## src/rtl/seq_pkg.sv

```systemverilog
// rtl/seq_pkg.sv - shared types and opcode constants for the instruction sequencer
package seq_pkg;

   typedef enum logic [2:0] {
      S_IDLE,
      S_FETCH,
      S_DECODE,
      S_EXEC,
      S_MEM,
      S_WB,
      S_HALTED,
      S_ERROR
   } state_t;

   localparam logic [2:0] OP_ADD  = 3'b000;
   localparam logic [2:0] OP_SUB  = 3'b001;
   localparam logic [2:0] OP_LDR  = 3'b100;
   localparam logic [2:0] OP_STR  = 3'b101;
   localparam logic [2:0] OP_HALT = 3'b110;
   localparam logic [2:0] OP_BRZ  = 3'b111;

   typedef struct packed {
      logic reg_write;
      logic mem_read;
      logic mem_write;
      logic branch;
      logic branch_conditional;
   } ctrl_t;

endpackage

```

## src/rtl/seq_timeout.sv

```systemverilog
// rtl/seq_timeout.sv - memory-wait counter shared by the fetch and data phases
module seq_timeout #(
   parameter int TIMEOUT = 15
) (
   input  logic clk,
   input  logic rst,
   input  logic clr_i,
   input  logic inc_i,
   output logic expired_o
);

   localparam int W = $clog2(TIMEOUT + 1);

   logic [W-1:0] cnt_q;
   logic [W-1:0] cnt_d;

   always_comb begin
      cnt_d = cnt_q;
      if (clr_i) begin
         cnt_d = '0;
      end else if (inc_i && (cnt_q != W'(TIMEOUT))) begin
         cnt_d = cnt_q + 1'b1;
      end
   end

   always_ff @(posedge clk or posedge rst) begin
      if (rst) begin
         cnt_q <= '0;
      end else begin
         cnt_q <= cnt_d;
      end
   end

   // One more unacknowledged cycle would make TIMEOUT; the caller gates this with !ack.
   assign expired_o = (cnt_q == W'(TIMEOUT - 1));

endmodule

```

## src/rtl/seq_ctrl.sv

```systemverilog
// rtl/seq_ctrl.sv - multi-cycle fetch/decode/exec/mem/wb sequencer with timed memory handshakes
module seq_ctrl
   import seq_pkg::*;
#(
   parameter int PC_W    = 10,
   parameter int TIMEOUT = 15,
   parameter int CNT_W   = 16
) (
   input  logic             Clk,
   input  logic             Reset,
   input  logic             start,
   input  logic [8:0]       instruction,
   input  logic [2:0]       alu_op,
   input  logic             reg_write,
   input  logic             mem_read,
   input  logic             mem_write,
   input  logic             branch,
   input  logic             branch_conditional,
   input  logic             zero,
   output logic             imem_req,
   input  logic             imem_ack,
   output logic             dmem_req,
   output logic             dmem_we,
   input  logic             dmem_ack,
   output logic             ir_load,
   output logic             pc_en,
   output logic             pc_sel,
   output logic             rf_we,
   output logic [2:0]       alu_op_q,
   output logic             busy,
   output logic             done,
   output logic             err,
   output logic [CNT_W-1:0] cycle_cnt
);

   localparam logic [CNT_W-1:0] CNT_MAX = '1;

   state_t           state_q, state_d;
   ctrl_t            ctrl_q, ctrl_d;
   logic [2:0]       alu_op_d;
   logic [CNT_W-1:0] cnt_q, cnt_d;
   logic             tmo_clr, tmo_inc, tmo_expired;
   logic             unused_ok;

   assign unused_ok = ^{instruction[5:0], PC_W > 0};

   seq_timeout #(
      .TIMEOUT (TIMEOUT)
   ) u_timeout (
      .clk       (Clk),
      .rst       (Reset),
      .clr_i     (tmo_clr),
      .inc_i     (tmo_inc),
      .expired_o (tmo_expired)
   );

   always_ff @(posedge Clk or posedge Reset) begin
      if (Reset) begin
         state_q  <= S_IDLE;
         ctrl_q   <= '0;
         alu_op_q <= '0;
         cnt_q    <= '0;
      end else begin
         state_q  <= state_d;
         ctrl_q   <= ctrl_d;
         alu_op_q <= alu_op_d;
         cnt_q    <= cnt_d;
      end
   end

   always_comb begin
      ctrl_d   = ctrl_q;
      alu_op_d = alu_op_q;
      if (state_q == S_DECODE) begin
         ctrl_d   = '{reg_write, mem_read, mem_write, branch, branch_conditional};
         alu_op_d = alu_op;
      end
   end

   always_comb begin
      state_d  = state_q;
      imem_req = 1'b0;
      ir_load  = 1'b0;
      dmem_req = 1'b0;
      dmem_we  = 1'b0;
      pc_en    = 1'b0;
      pc_sel   = 1'b0;
      rf_we    = 1'b0;
      tmo_inc  = 1'b0;
      unique case (state_q)
         S_IDLE, S_HALTED: begin
            if (start) state_d = S_FETCH;
         end
         S_FETCH: begin
            imem_req = 1'b1;
            if (imem_ack) begin
               ir_load = 1'b1;
               state_d = S_DECODE;
            end else begin
               tmo_inc = 1'b1;
               if (tmo_expired) state_d = S_ERROR;
            end
         end
         S_DECODE: begin
            state_d = (instruction[8:6] == OP_HALT) ? S_HALTED : S_EXEC;
         end
         S_EXEC: begin
            if (ctrl_q.mem_read || ctrl_q.mem_write) begin
               state_d = S_MEM;
            end else if (ctrl_q.branch) begin
               pc_en   = 1'b1;
               pc_sel  = !ctrl_q.branch_conditional || zero;
               state_d = S_FETCH;
            end else begin
               state_d = S_WB;
            end
         end
         S_MEM: begin
            dmem_req = 1'b1;
            dmem_we  = ctrl_q.mem_write;
            if (dmem_ack) begin
               // Stores retire here; loads still need the register write.
               if (ctrl_q.mem_write) begin
                  pc_en   = 1'b1;
                  state_d = S_FETCH;
               end else begin
                  state_d = S_WB;
               end
            end else begin
               tmo_inc = 1'b1;
               if (tmo_expired) state_d = S_ERROR;
            end
         end
         S_WB: begin
            rf_we   = ctrl_q.reg_write;
            pc_en   = 1'b1;
            state_d = S_FETCH;
         end
         S_ERROR: begin
            state_d = S_ERROR;
         end
      endcase
   end

   assign tmo_clr = ((state_d == S_FETCH) || (state_d == S_MEM)) && (state_d != state_q);

   assign busy = !((state_q == S_IDLE) || (state_q == S_HALTED) || (state_q == S_ERROR));
   assign done = (state_q == S_HALTED);
   assign err  = (state_q == S_ERROR);

   always_comb begin
      cnt_d = cnt_q;
      if (((state_q == S_IDLE) || (state_q == S_HALTED)) && start) begin
         cnt_d = '0;
      end else if (busy && (cnt_q != CNT_MAX)) begin
         cnt_d = cnt_q + 1'b1;
      end
   end

   assign cycle_cnt = cnt_q;

endmodule

```

## config.mk

```make
export PLATFORM = sky130hd
export DESIGN_NAME = seq_ctrl
export DESIGN_NICKNAME = d
export VERILOG_FILES = /design/src/rtl/seq_pkg.sv /design/src/rtl/seq_timeout.sv /design/src/rtl/seq_ctrl.sv
export SDC_FILE = /design/constraint.sdc
export NUM_CORES = 1
export LEC_CHECK = 0
export CAP_MARGIN = 20
export CORE_MARGIN = 4
export CORE_UTILIZATION = 42
export DETAILED_ROUTE_END_ITERATION = 12
export PLACE_DENSITY = 0.83
export SLEW_MARGIN = 10
export SYNTH_ARGS = -nofsm -noshare
export SYNTH_HDL_FRONTEND = slang
export SYNTH_SLANG_ARGS = --single-unit
export TNS_END_PERCENT = 1
```

## constraint.sdc

```tcl
create_clock -name Clk -period 2.1 [get_ports Clk]
set_clock_uncertainty 0.2 [all_clocks]
set_input_delay 0.42 -clock Clk [delete_from_list [all_inputs] [get_ports Clk]]
set_output_delay 0.42 -clock Clk [all_outputs]
set_load 0.03 [all_outputs]
```

==> impl_metrics.csv, run 1 <==
group,metric,value,unit
grt,overflow,0,
sta,finalSetupViolCount,8,
yosys,synth_fa_ha_area_share,1.99,%
status,status,"finished, violations left",
floorplan,ios,52,
yosys,synthTopCellsByCount,"31 x dfrtp_1, 19 x nor2_1, 8 x nand3_1, 8 x xnor2_1",
yosys,synth_nets,216,
layout,diodes,0,
floorplan,die_h,75.0,um
clock_tree,hold_buffers,0,
sta,hold_violations,0,
grt,grt_pass1_wl,7910,um
pwr,fin_total_pwr,3600,uW
yosys,syn_area,0.00189,sq mm
yosys,async_reset_ff_share,100,%
critical_path,crit_type,"reg2out",
clock_tree,clock_latency,0.28,ns
sta,fin_crit_sh,116,%
route,ant_nets,0,
yosys,synth-simple-area-share,28.3,%
sta,layout_setup_ws,-0.336,ns
yosys,synth-edff-count,0,
sta,maxSlewViolCount,0,
sta,rsz0062_at_grt,"yes",
layout,regArea,778,sq um
layout,area_growth,48.9,%
sta,slew_headroom,71.5,%
route,wl_per_cell,14.8,um
yosys,ys_seq_area_share,41.1,%
flow_run,cap_violations,0,
floorplan,die_w,75.0,um
floorplan,initial_core_util,43.3,%
critical_path,reg2regPathDepth,5,
layout,multi_input_area,0.00111,sq mm
yosys,synth_xor_area_share,4.18,%
floorplan,core,0.00435,sq mm
sta,worst_pin_slew,0.427,ns
yosys,synthCells,190,
clock_tree,clk_pin_slew,0.07,ns
yosys,synth_area_leaders,"dfrtp_1 41%, mux2_2 4.2%, nor2_1 3.8%",
clock_tree,tritoncts,"yes",
min_path,hp-class,"in2async",
critical_path,worstSetupEndpointType,"output port",
yosys,synth_mux_area_share,5.24,%
yosys,synth_area_per_cell,9.92,sq um
pwr,power.density,1280,mW/mm^2
critical_path,required,1.48,ns
layout,nFillCells,333,
route,drt_iter0_drc,119,
clock_tree,clock_path_buffers,2,
yosys,ys_types,47,
layout,drive_gt1_share,32.7,%
place,place_congestion,0.860,
clock_tree,cts_sinks,31,
place,portBuffers,45,
pwr,ir_worst_vdd,0.732,mV
sta,fmax,411,MHz
yosys,synth_compound_area_share,15.7,%
sta,finalSetupTns,-0.854,ns
critical_path,start_kind,"flop",
critical_path,crit_arrival,1.82,ns
route,via_per_inst,5.47,
yosys,yosysMostFrequentCell,"dfrtp_1",
layout,final_cells,321,
route,totalWireLength,4760,um
status,violations,"setup timing",
grt,antenna_found_initial,0,
yosys,yosys_warnings,0,
layout,fin_nets,294,
place,dpl.cell_count,312,
critical_path,cp_max_fo,2,
floorplan,dieArea,0.00563,sq mm
layout,utilization,64.5,%
yosys,synth_top_area_share,41.1,%
place,hpwl,3450,um
place,placed_area,0.00262,sq mm
layout,stdcell_area,0.00281,sq mm
floorplan,num_rows,24,
clock_tree,cts-htree-levels,2,
yosys,yosys.area.top_type,"dfrtp_1",
yosys,ys.flop_type,"dfrtp_1",
yosys,ys_ff_latch,31,
route,drc,0,
grt,first_global_vias,1736,
sta,post-route-min-period,2.44,ns
grt,grt_max_degree,32,
pwr,power.leakage,0.00128,uW
grt,grt_use_total,18.5,%
clock_tree,cts_root_buffer,"clkbuf_8",
yosys,synth_top_family_by_area,"simple AND/OR/NAND/NOR gates",
route,via_count,1757,
route,drt_first_pass_iters,4,
clock_tree,cts_buffers,5,
==> cell usage in the layout (no fill, tap or decap), types with 6 or more instances in the layout <==
cell             instances
clkbuf_8                 6
nand2_1                  6
nand3_1                  8
dfrtp_1                 29
nor2_1                  16
xnor2_1                  8
o211ai_1                 6
mux2_2                   7
o31ai_1                  7
dlymetal6s2s_1           7
a21oi_1                  6
buf_4                   44
clkdlybuf4s50_1         28
nand4_1                  6
==> critical path, stage by stage (launching register included) <==
cell and delay, ns:
dfrtp_1 0.39, or3b_4 0.40, or3b_4 0.40, nand2b_1 0.09, a32o_2 0.13, buf_6 0.13
==> final cells by class <==
cell class              instances  area share [%]
clock buffers                   6            2.94
clock inverters                 2            1.25
inverters                       5           0.668
multi-input cells             144            39.4
flip-flops and latches         31            27.7
well taps                      52            2.32
repair buffers                 81            25.7
==> repair_timing <==
action | CTS | global route
setup endpoints to repair | 9 | 24
pin swaps | 5 | 1
setup buffers | 0 | 1
resized for setup | 7 | 13
==> worst paths after layout <==
| path | start | to | slack (ns) |
|---|---|---|---|
| worst max-delay path | ctrl_q[3] | pc_en | -0.34 |
| worst min-delay path | Reset | cycle_cnt[15] | 0.31 |
| worst max register to register | ctrl_q[3] | u_timeout.cnt_q[1] | -0.08 |
| worst min register to register | ctrl_q[1] | ctrl_q[1] | 0.31 |
| max in group asynchronous | Reset | cycle_cnt[9] | 1.09 |
| min in group Clk | ctrl_q[1] | ctrl_q[1] | 0.31 |
==> stage by stage <==
stage	worst slack, ns	hold slack [ns]
6_report	-0.336	0.306
5_1_grt	-0.406	0.330
4_1_cts	-0.340	0.309
3_5_place_dp	-0.468	0.294
3_3_place_gp	-0.413	0.283
2_1_floorplan	-0.0819	0.271
==> kinds of logic (layout without fill, tap and decap cells) <==
| kind of cell | after synthesis | count (layout) |
|---|---|---|
| fa+ha+maj | 3 | 3 |
| simple gates | 87 | 87 |
| buf+inv | 15 | 94 |
| compound gates | 36 | 36 |
| mux | 9 | 9 |
| xor+xnor | 9 | 9 |
| flops | 31 | 31 |
==> power by group <==
group / leakage (uW) / switching (uW) / internal, uW
clock network: 0.0000612 / 223 / 383
logic: 0.000817 / 1120 / 956
registers: 0.000401 / 141 / 775
==> flip-flops by register name, summed over array words and instances (netlist names) <==
register and cells:
cycle_cnt 16, u_timeout.cnt_q 4, state_q 3, alu_op_q 3, ctrl_q 5
==> metal layers <==
layer  wire length, um  vias up  GRT usage, %  share of wire (%)
met5                 0        -             0                  0
met4                83        0          7.11                1.7
met3               285        8          5.07                6.0
met2              2320       45          30.8                 49
met1              2060      841          23.0                 43
li1                  -      863             -                  -
No activity file was read; power rests on OpenSTA's default activity.
==> run 2, diff against run 1 <==
--- a/config.mk
+++ b/config.mk
@@ -7,9 +7,10 @@
 export LEC_CHECK = 0
 export CAP_MARGIN = 20
 export CORE_MARGIN = 4
-export CORE_UTILIZATION = 42
+export CORE_UTILIZATION = 30
 export DETAILED_ROUTE_END_ITERATION = 12
-export PLACE_DENSITY = 0.83
+export GPL_TIMING_DRIVEN = 0
+export PLACE_DENSITY = 0.63
 export SLEW_MARGIN = 10
 export SYNTH_ARGS = -nofsm -noshare
 export SYNTH_HDL_FRONTEND = slang
==> constraint.sdc (replaced) <==
create_clock -name Clk -period 3.1 [get_ports Clk]
set_clock_uncertainty 0.2 [all_clocks]
set_input_delay 0.62 -clock Clk [delete_from_list [all_inputs] [get_ports Clk]]
set_output_delay 0.62 -clock Clk [all_outputs]
set_load 0.03 [all_outputs]
==> impl_metrics.csv, run 2 (synthesized netlist as in run 1, its figures left out) <==
group,metric,value,unit
status,status,"complete, no violations",
route,via_count,1666,
grt,antenna_found_initial,0,
floorplan,core,0.00603,sq mm
sta,slew_headroom,55.7,%
clock_tree,clock_latency,0.28,ns
clock_tree,cts_root_buffer,"clkbuf_8",
layout,diodes,0,
critical_path,reg2regPathDepth,6,
grt,grt_use_total,12.9,%
route,wl_per_cell,14.3,um
critical_path,worstSetupEndpointType,"output port",
clock_tree,clock_path_buffers,2,
grt,first_global_vias,1667,
place,dpl.cell_count,310,
floorplan,ios,52,
sta,post-route-min-period,2.91,ns
clock_tree,cts_sinks,31,
critical_path,regToRegSetupSlack,0.58,ns
sta,rsz0062_at_grt,"no",
clock_tree,clk_pin_slew,0.06,ns
sta,finalSetupViolCount,0,
sta,fmax,343,MHz
min_path,min_path_cells,1,
critical_path,worstSetupStartpoint,"ctrl_q[2]",
clock_tree,tritoncts,"yes",
critical_path,cp_max_fo,6,
sta,fin_crit_sh,94.0,%
clock_tree,cts_buffers,5,
layout,fin_nets,267,
critical_path,crit_end,"pc_sel",
floorplan,dieArea,0.00762,sq mm
place,hpwl,3390,um
layout,drive_gt1_share,15.3,%
pwr,power.density,850,mW/mm^2
place,portBuffers,45,
route,drt_first_pass_iters,4,
min_path,hp-class,"reg2reg",
route,via_per_inst,5.26,
critical_path,crit_arrival,2.09,ns
route,drc,0,
floorplan,die_h,87.3,um
flow_run,cap_violations,0,
layout,final_cells,317,
sta,finalSetupTns,0,ns
sta,worst_pin_slew,0.663,ns
pwr,ir_worst_vdd,0.404,mV
floorplan,initial_core_util,31.3,%
sta,maxSlewViolCount,0,
floorplan,num_rows,28,
layout,largest_register_ffs,16,
grt,grt_max_degree,32,
critical_path,start_kind,"flop",
route,ant_nets,0,
sta,hold_violations,0,
critical_path,rr_startpoint,"state_q[1]",
critical_path,r2r_end,"u_timeout.cnt_q[3]",
route,totalWireLength,4540,um
grt,overflow,0,
clock_tree,cts-htree-levels,2,
layout,final_cell_mix,"43 x clkdlybuf4s50_1, 31 x dfrtp_1, 19 x nor2_1",
place,place_congestion,0.760,
pwr,power.leakage,0.000972,uW
grt,grt_pass1_wl,7820,um
clock_tree,hold_buffers,0,
layout,mostFrequentLayoutCell,"clkdlybuf4s50_1",
critical_path,required,2.28,ns
floorplan,die_w,87.3,um
route,drt_iter0_drc,116,
layout,area_growth,32.9,%
critical_path,crit_type,"reg2out",
-- run 2: cell types whose count changed in the layout (fill, tap and decap cells not counted), moves of 3 or more --
| cell | previous run | this run |
|---|---|---|
| clkbuf_1 | 0 | 4 |
| dlymetal6s2s_1 | 7 | 0 |
| clkdlybuf4s50_1 | 28 | 43 |
| buf_2 | 0 | 7 |
| buf_4 | 44 | 0 |
| nor2_1 | 16 | 19 |
| or3b_4 | 3 | 0 |
-- run 2: worst max-delay path, stage by stage, from the launching register on --
cell	delay, ns
dfrtp_1	0.42
or3b_1	0.41
or3b_2	0.47
nor2_1	0.11
dlygate4sd2_1	0.40
-- run 2: area by class of cell --
class,count,area (sq um)
Fill cell,626,3520
Inverter,5,18.8
Tap cell,75,93.8
Sequential cell,31,776
Timing Repair Buffer,45,444
Clock inverter,1,5.00
Clock buffer,7,76.3
Buffer,9,42.5
Multi-Input combinational cell,144,1050
-- run 2: metal layers --
| metal | GRT usage [%] | wire (um) |
|---|---|---|
| met4 | 5.58 | 53 |
| met1 | 17.9 | 2120 |
| met5 | 0 | 0 |
| met2 | 18.4 | 2120 |
| met3 | 3.69 | 254 |
-- run 2: what timing repair did --
| action | CTS | global route |
|---|---|---|
| buffers inserted | 0 | 0 |
| resized for setup | 2 | 3 |
| endpoints found under the setup margin | 2 | 2 |
-- run 2: worst min path at each step --
| stage | end | startpoint | slack, ns |
|---|---|---|---|
| global route | alu_op_q[0] | alu_op_q[0] | 0.32 |
| CTS | ctrl_q[4] | ctrl_q[4] | 0.31 |
| finish | ctrl_q[4] | ctrl_q[4] | 0.30 |
| global placement | ctrl_q[4] | ctrl_q[4] | 0.29 |
| floorplan | ctrl_q[1] | ctrl_q[1] | 0.27 |
| detailed placement | alu_op_q[0] | alu_op_q[0] | 0.30 |
-- run 2: power by group --
| part | switching (uW) | internal [uW] | total (uW) |
|---|---|---|---|
| registers | 97.5 | 525 | 623 |
| logic | 700 | 505 | 1200 |
| clock network | 145 | 157 | 303 |
-- run 2: metrics by stage --
| stage | setup WS, ns | hold WS, ns | cell area (sq um) | power, uW | utilization, % |
|---|---|---|---|---|---|
| floorplan | 0.431 | 0.271 | 1890 | 1480 | - |
| global placement | 0.0112 | 0.286 | 2430 | 1830 | 40.3 |
| detailed placement | 0.0249 | 0.296 | 2430 | 1850 | 40.3 |
| CTS | 0.0374 | 0.310 | 2500 | 2150 | 41.6 |
| global route | 0.0713 | 0.324 | 2510 | 2290 | 41.6 |
| finish | 0.187 | 0.303 | 2510 | 2130 | 41.6 |
